[src/rtl/hilo_pkg.sv]
// Shared encodings for the HI/LO multiply/divide unit: operand width,
// md_op codes and FSM states.
package hilo_pkg;

    localparam int WIDTH     = 32;
    localparam int DIV_STEPS = 32;

    typedef enum logic [1:0] {
        MD_NONE = 2'b00,
        MD_MUL  = 2'b01,
        MD_DIV  = 2'b10,
        MD_RSVD = 2'b11
    } md_op_e;

    typedef enum logic [1:0] {
        ST_IDLE = 2'b00,
        ST_MUL  = 2'b01,
        ST_DIV  = 2'b10
    } state_e;

    // Only MUL and DIV launch work; NONE and the reserved code are no-ops.
    function automatic logic md_op_valid(input logic [1:0] op);
        return (op == MD_MUL) || (op == MD_DIV);
    endfunction

endpackage

[src/rtl/hilo_unit_div_iter.sv]
// Iterative restoring divider: magnitude conversion on load, one quotient bit
// per run cycle, sign fix applied combinationally on the final step.
module div_iter #(
    parameter int WIDTH     = 32,
    parameter int DIV_STEPS = 32
) (
    input  logic             clk,
    input  logic             rst,
    input  logic             load,
    input  logic             run,
    input  logic             is_signed,
    input  logic [WIDTH-1:0] a,
    input  logic [WIDTH-1:0] b,
    output logic             done,
    output logic [WIDTH-1:0] quo,
    output logic [WIDTH-1:0] rem
);

    localparam int              CW   = $clog2(DIV_STEPS);
    localparam logic [CW-1:0]   LAST = CW'(DIV_STEPS - 1);

    function automatic logic [WIDTH-1:0] negate(input logic [WIDTH-1:0] v);
        return ~v + WIDTH'(1'b1);
    endfunction

    // Two's complement of -2^(WIDTH-1) is itself, which is the correct magnitude.
    function automatic logic [WIDTH-1:0] magnitude(input logic [WIDTH-1:0] v,
                                                   input logic sgn);
        if (sgn && v[WIDTH-1]) begin
            return negate(v);
        end else begin
            return v;
        end
    endfunction

    logic [WIDTH-1:0] rem_r;
    logic [WIDTH-1:0] quo_r;
    logic [WIDTH-1:0] div_r;
    logic [WIDTH-1:0] a_r;
    logic             neg_q_r;
    logic             neg_r_r;
    logic             zero_r;
    logic [CW-1:0]    cnt_r;

    logic [WIDTH:0]   shifted_s;
    logic             ge_s;
    logic [WIDTH-1:0] rem_step_s;
    logic [WIDTH-1:0] quo_step_s;

    // Divider datapath and step counter.
    always_ff @(posedge clk or negedge rst) begin
        if (!rst) begin
            rem_r   <= {WIDTH{1'b0}};
            quo_r   <= {WIDTH{1'b0}};
            div_r   <= {WIDTH{1'b0}};
            a_r     <= {WIDTH{1'b0}};
            neg_q_r <= 1'b0;
            neg_r_r <= 1'b0;
            zero_r  <= 1'b0;
            cnt_r   <= {CW{1'b0}};
        end else if (load) begin
            rem_r   <= {WIDTH{1'b0}};
            quo_r   <= magnitude(a, is_signed);
            div_r   <= magnitude(b, is_signed);
            a_r     <= a;
            neg_q_r <= is_signed & (a[WIDTH-1] ^ b[WIDTH-1]);
            neg_r_r <= is_signed & a[WIDTH-1];
            zero_r  <= (b == {WIDTH{1'b0}});
            cnt_r   <= {CW{1'b0}};
        end else if (run) begin
            rem_r   <= rem_step_s;
            quo_r   <= quo_step_s;
            cnt_r   <= cnt_r + CW'(1'b1);
        end
    end

    // One shift-subtract step; quo_r shifts dividend bits out and quotient bits in.
    always_comb begin
        shifted_s  = {rem_r, quo_r[WIDTH-1]};
        ge_s       = (shifted_s >= {1'b0, div_r});
        rem_step_s = ge_s ? (shifted_s[WIDTH-1:0] - div_r) : shifted_s[WIDTH-1:0];
        quo_step_s = {quo_r[WIDTH-2:0], ge_s};
    end

    assign done = run & (cnt_r == LAST);

    // Divide-by-zero returns all-ones / raw dividend with no sign fix.
    always_comb begin
        if (zero_r) begin
            quo = {WIDTH{1'b1}};
            rem = a_r;
        end else begin
            quo = neg_q_r ? negate(quo_step_s) : quo_step_s;
            rem = neg_r_r ? negate(rem_step_s) : rem_step_s;
        end
    end

endmodule

[src/rtl/hilo_unit.sv]
// Architectural HI/LO registers with a 2-cycle multiplier, an iterative
// divider and a pipeline stall while an operation is in flight.
module hilo_unit #(
    parameter int WIDTH     = hilo_pkg::WIDTH,
    parameter int DIV_STEPS = hilo_pkg::DIV_STEPS
) (
    input  logic             clk,
    input  logic             rst,
    input  logic [1:0]       hilo_we,
    input  logic [WIDTH-1:0] hilo_wdata,
    input  logic             md_start,
    input  logic [1:0]       md_op,
    input  logic             md_signed,
    input  logic [WIDTH-1:0] md_a,
    input  logic [WIDTH-1:0] md_b,
    input  logic             flush,
    output logic             stall_o,
    output logic [WIDTH-1:0] hi_o,
    output logic [WIDTH-1:0] lo_o,
    output logic             busy_o
);

    import hilo_pkg::*;

    localparam int PW = 2 * WIDTH;

    state_e           state_r;
    state_e           state_next_s;
    logic [WIDTH-1:0] a_r;
    logic [WIDTH-1:0] b_r;
    logic             signed_r;
    logic [WIDTH-1:0] hi_r;
    logic [WIDTH-1:0] lo_r;

    logic             start_ok_s;
    logic             div_load_s;
    logic             div_run_s;
    logic             div_done_s;
    logic [WIDTH-1:0] div_quo_s;
    logic [WIDTH-1:0] div_rem_s;
    logic [PW-1:0]    ext_a_s;
    logic [PW-1:0]    ext_b_s;
    logic [PW-1:0]    product_s;
    logic             res_we_s;
    logic [WIDTH-1:0] res_hi_s;
    logic [WIDTH-1:0] res_lo_s;

    assign start_ok_s = (state_r == ST_IDLE) & md_start & ~flush & md_op_valid(md_op);
    assign div_run_s  = (state_r == ST_DIV) & ~flush;

    assign ext_a_s   = {{WIDTH{signed_r & a_r[WIDTH-1]}}, a_r};
    assign ext_b_s   = {{WIDTH{signed_r & b_r[WIDTH-1]}}, b_r};
    assign product_s = ext_a_s * ext_b_s;

    div_iter #(
        .WIDTH     (WIDTH),
        .DIV_STEPS (DIV_STEPS)
    ) u_div_iter (
        .clk       (clk),
        .rst       (rst),
        .load      (div_load_s),
        .run       (div_run_s),
        .is_signed (md_signed),
        .a         (md_a),
        .b         (md_b),
        .done      (div_done_s),
        .quo       (div_quo_s),
        .rem       (div_rem_s)
    );

    // Next-state and result-write decode; flush always beats completion.
    always_comb begin
        state_next_s = state_r;
        div_load_s   = 1'b0;
        res_we_s     = 1'b0;
        res_hi_s     = product_s[PW-1:WIDTH];
        res_lo_s     = product_s[WIDTH-1:0];
        case (state_r)
            ST_IDLE: begin
                if (start_ok_s) begin
                    if (md_op == MD_MUL) begin
                        state_next_s = ST_MUL;
                    end else begin
                        state_next_s = ST_DIV;
                        div_load_s   = 1'b1;
                    end
                end else begin
                    state_next_s = ST_IDLE;
                end
            end
            ST_MUL: begin
                state_next_s = ST_IDLE;
                if (flush) begin
                    res_we_s = 1'b0;
                end else begin
                    res_we_s = 1'b1;
                end
            end
            ST_DIV: begin
                if (flush) begin
                    state_next_s = ST_IDLE;
                end else if (div_done_s) begin
                    state_next_s = ST_IDLE;
                    res_we_s     = 1'b1;
                    res_hi_s     = div_rem_s;
                    res_lo_s     = div_quo_s;
                end else begin
                    state_next_s = ST_DIV;
                end
            end
            default: begin
                state_next_s = ST_IDLE;
            end
        endcase
    end

    // FSM state register.
    always_ff @(posedge clk or negedge rst) begin
        if (!rst) begin
            state_r <= ST_IDLE;
        end else begin
            state_r <= state_next_s;
        end
    end

    // Multiplier operands captured when an operation is accepted.
    always_ff @(posedge clk or negedge rst) begin
        if (!rst) begin
            a_r      <= {WIDTH{1'b0}};
            b_r      <= {WIDTH{1'b0}};
            signed_r <= 1'b0;
        end else if (start_ok_s) begin
            a_r      <= md_a;
            b_r      <= md_b;
            signed_r <= md_signed;
        end
    end

    // HI/LO registers; a unit result overrides direct writes on both halves.
    always_ff @(posedge clk or negedge rst) begin
        if (!rst) begin
            hi_r <= {WIDTH{1'b0}};
            lo_r <= {WIDTH{1'b0}};
        end else if (res_we_s) begin
            hi_r <= res_hi_s;
            lo_r <= res_lo_s;
        end else begin
            if (hilo_we[1]) begin
                hi_r <= hilo_wdata;
            end
            if (hilo_we[0]) begin
                lo_r <= hilo_wdata;
            end
        end
    end

    assign hi_o    = hi_r;
    assign lo_o    = lo_r;
    assign busy_o  = (state_r != ST_IDLE);
    assign stall_o = ((state_r == ST_IDLE) & md_start & md_op_valid(md_op)) | busy_o;

endmodule
[config.mk]
export PLATFORM = sky130hd
export DESIGN_NAME = hilo_unit
export DESIGN_NICKNAME = d
export VERILOG_FILES = /design/src/rtl/hilo_pkg.sv /design/src/rtl/hilo_unit_div_iter.sv /design/src/rtl/hilo_unit.sv
export SDC_FILE = /design/constraint.sdc
export NUM_CORES = 2
export LEC_CHECK = 0
export CAP_MARGIN = 20
export CORE_AREA = 8 8 239 413
export CTS_CLUSTER_DIAMETER = 30
export DETAILED_ROUTE_END_ITERATION = 10
export DIE_AREA = 0 0 247 421
export PLACE_DENSITY = 0.86
export SYNTH_ARGS = -nofsm -noshare
export SYNTH_HDL_FRONTEND = slang
export SYNTH_SLANG_ARGS = --single-unit
[constraint.sdc]
create_clock -name clk -period 15 [get_ports clk]
set_input_delay 3.75 -clock clk [delete_from_list [all_inputs] [get_ports clk]]
set_output_delay 3.75 -clock clk [all_outputs]
set_load 0.01 [all_outputs]
==> reports/results.md <==
| Step | Metric | Value |
|---|---|---|
| outcome | Status | finished clean |
| logic synthesis | Count of state elements after synthesis | 267 |
| setup path | Depth of the most critical reg-to-reg path | 28 |
| timing | Clock period minus worst slack | 10.64 ns |
| logic synthesis | Number of nets in the synthesized netlist | 7684 |
| setup path | Stage delay of the slowest cell on the critical path | 0.98 ns |
| grt | Maximum number of pins on one net before global-route repair | 99 |
| setup path | Critical Setup Path Class | register to register |
| cts | Count of hold buffers inserted by post-cts repair | 0 |
| route | DRC errors left | 0 |
| cts | Clock sink count | 267 |
| timing | Final Max Slew Viols | 0 |
| grt | Number of antenna violations at the first check in global routing | 10 |
| cts | CTS tree | done |
| grt | Global-route total usage across every layer | 39.3% |
| worst hold path | Hold wc startpoint | u_div_iter.div_r[24] |
| logic synthesis | Post-synth ARST share | 100% |
| cts | Clock insertion delay at the later pin of the skew report | 0.62 ns |
| cts | CTS Root Buffer Type | clkbuf_16 |
| cells and area | Area growth, synth to finish | 7.94% |
| floorplan | Initial cell density of the core | 59.6% |
| timing | Measured slew at the worst slew-check pin | 1.20 ns |
| route | Routed wirelength normalized by instance count | 27.6 um |
| timing | Final Hold Vio Count | 0 |
| timing | Final Skew | 0.0505 ns |
| place | Post-DP HPWL | 151 mm |
| timing | Tcrit/Tclk final | 71.0% |
| route | First-pass detailed-route iteration total | 8 |
| place | RePlAce Congestion | 1.02 |
| setup path | Endpoint of the worst register-to-register path | hi_o[31] |
| timing | Worst slew margin relative to its limit | 20.3% |
| cells and area | Nets | 7620 |
| setup path | Gate family responsible for the most delay along the worst path | adder cells |
| logic synthesis | Number of library cell types mapped by synthesis | 100 |
| setup path | Highest-delay cell along the critical path | fa_1 |
| floorplan | IO Count | 171 |
| setup path | Critical path launch point | a_r[31] |
| worst hold path | Classification of the worst-slack hold path | register to register |
| place | Worst setup slack after placement | 4.57 ns |
| grt | Total global routing overflow | 0 |
| route | Final ANT Viol Nets | 0 |
| cells and area | Most common cell after layout, fill and taps aside | inv_1 |
| setup path | CP startpoint kind | register |
| setup path | End point of the critical path | hi_o[31] |
| setup path | Cell repeated most along the worst path | fa_1 |
| setup path | Crit path max fanout | 52 |
| timing | Setup_tns | 0 ns |
| logic synthesis | Gate count after technology mapping | 6199 |
| grt | Global-route wire length before repair | 305 mm |
| setup path | Reg2Reg Launch Point | a_r[31] |
| cells and area | Most used cells in the layout excluding fill and tap cells | inv_1 (1192), fa_1 (1126), nand2_1 (1014), and2_1 (359), ha_1 (254) |
| floorplan | Die boundary height | 421 um |
| logic synthesis | Area leader, netlist | fa_1 |
| cts | Reg clk slew, reported paths | 0.06 ns |
| floorplan | Overall die width | 247 um |
| logic synthesis | Area share of the largest cell type after synthesis | 40.8% |
| timing | Worst hold margin | 0.480 ns |
| logic synthesis | Cell area after synthesis | 55300 um^2 |
| route | Number of DRC markers in iteration 0 | 5173 |
| cts | Buffers from clock root to sink, at most | 3 |
| logic synthesis | Top area cells in the synthesized netlist | fa_1 (41%), dfrtp_1 (12%), inv_1 (8.1%) |
| logic synthesis | Number of warning messages in the yosys log | 0 |
| logic synthesis | Most used flip-flop cell after synthesis | dfrtp_1 |
| cts | # H-tree levels | 2 |
| timing | Final Setup Violations | 0 |
| setup path | Crit path buf inv count | 8 |
| floorplan | Row count | 148 |
| floorplan | Placeable core region | 92800 um^2 |
| place | Port bufs | 170 |
| route | Routed vias/inst | 6.42 |
| setup path | Capturing element type of the critical path | register |
| setup path | Reg-to-reg setup timing slack | 4.36 ns |
| timing | Maximum clock rate | 94.0 MHz |
| floorplan | Die footprint | 104000 um^2 |
| route | Final Routed Wirelength | 204 mm |
| logic synthesis | Per-instance average area after synthesis | 8.92 um^2 |
| logic synthesis | Sequential cell area fraction in the yosys report | 12.1% |
| cts | Clock buffer count from CTS | 49 |
| flow run | Number of maximum-capacitance violations | 0 |
| setup path | Path length in cells of the critical path | 28 |
| timing | Setup repair after global routing missed its margin | false |
| setup path | Data required, critical path | 15.51 ns |
| setup path | Arrival time of data at the critical path endpoint | 11.15 ns |
| timing | Setup slack after layout | 4.36 ns |
| cells and area | Ratio of cells with drive above 1 in the final layout | 5.38% |
| cells and area | Fill cell total of the finished layout | 7265 |
| route | Total via count after detailed routing | 47400 |
| cells and area | Core utilization of the finished layout | 64.4% |
| cts | Gates resized, CTS repair | 0 |
| logic synthesis | Number of flops mapped to enable cells by yosys | 0 |
| grt | Vias in the first global route | 51300 |
| cts | Number of buffers inserted to repair setup after CTS | 0 |
## metal layers
metal  GRT usage [%]  vias to the layer above  part of all wire, %
met5               0                        -               0.0064
met4            36.3                        2                   12
met3            9.41                     1469                   11
met2            64.5                     3585                   47
met1            41.0                    23500                   29
li1                -                    18900                    -
## stage by stage
| stage | std cells | area, um^2 |
|---|---|---|
| after floorplan | 6199 | 55300 |
| after global placement | 7281 | 57800 |
| after detailed placement | 7282 | 57800 |
| after CTS | 7373 | 59600 |
| after global routing | 7376 | 59700 |
| final | 7387 | 59700 |
## registers in the layout, indices dropped and copies added (netlist names)
| signal | cells |
|---|---|
| u_div_iter.neg_r_r | 1 |
| u_div_iter.rem_r | 32 |
| u_div_iter.div_r | 32 |
| b_r | 32 |
| a_r | 32 |
| u_div_iter.cnt_r | 5 |
| u_div_iter.zero_r | 1 |
| hi_o | 32 |
| u_div_iter.a_r | 32 |
| u_div_iter.neg_q_r | 1 |
| u_div_iter.quo_r | 32 |
| signed_r | 1 |
| lo_o | 32 |
| state_r | 2 |
## cell families after synthesis
| family | synth area share, % |
|---|---|
| adder cells (fa/ha/maj) | 46.5 |
| XOR/XNOR | 3.50 |
| flip-flops | 12.1 |
| multiplexers | 2.87 |
| buffers and inverters | 10.7 |
| AO/OA/AOI/OAI | 8.64 |
| AND/OR/NAND/NOR | 15.7 |
## cell type report
| class | instances | area [um^2] | area share (%) |
|---|---|---|---|
| inverters | 1195 | 4490 | 7.51 |
| flip-flops and latches | 267 | 6720 | 11.2 |
| multi-input cells | 4366 | 42700 | 71.6 |
| clock inverters | 38 | 571 | 0.956 |
| clock buffers | 53 | 1290 | 2.16 |
| repair buffers | 256 | 2370 | 3.97 |
| well taps | 1200 | 1500 | 2.51 |
| diodes | 12 | 30.0 | 0.0503 |
## worst min-delay path by stage
stage | to | slack, ns | depth (start not counted)
finish | u_div_iter.div_r[24] | 0.48 | 2
detailed placement | u_div_iter.a_r[15] | 0.46 | 2
global route | u_div_iter.a_r[21] | 0.49 | 2
floorplan | u_div_iter.a_r[29] | 0.44 | 2
global placement | u_div_iter.a_r[21] | 0.45 | 2
CTS | u_div_iter.a_r[21] | 0.47 | 2
## worst register-to-register path: cells and delay by family (launching register included)
kind | cells | cell delay (ns)
xor gates and xnor gates | 1 | 0.20
buffers and inverters | 8 | 1.71
and+or+nand+nor | 4 | 1.59
DFF | 1 | 0.32
AOI/OAI and AO/OA | 6 | 1.80
adders and majority gates | 9 | 4.93
## synth_stat cells, types with 8 or more instances
cell / n
clkbuf_1: 334
ha_1: 254
and2_1: 360
or3_1: 13
o31ai_1: 22
nand4_1: 25
nor3_1: 57
inv_1: 1192
nand2b_1: 26
o41ai_1: 15
o21ai_0: 173
or2_2: 12
a21oi_1: 161
mux2i_1: 73
o221ai_1: 24
nor2_1: 214
a31oi_1: 66
o211ai_1: 26
dfrtp_1: 267
fa_1: 1126
and3_1: 41
nand2_1: 1014
a41oi_1: 8
or4_1: 9
xnor2_1: 137
nor3b_1: 8
o21ai_1: 23
xor2_1: 84
o21a_1: 16
a21o_1: 48
o21bai_1: 9
o22ai_1: 16
nand3_1: 41
a211oi_1: 48
buf_2: 14
mux2_2: 74
nor4_1: 19
nor2b_1: 14
buf_1: 17
Power is not shown: default switching activity piles up to over one toggle a cycle in this logic, so the estimate is an artifact.
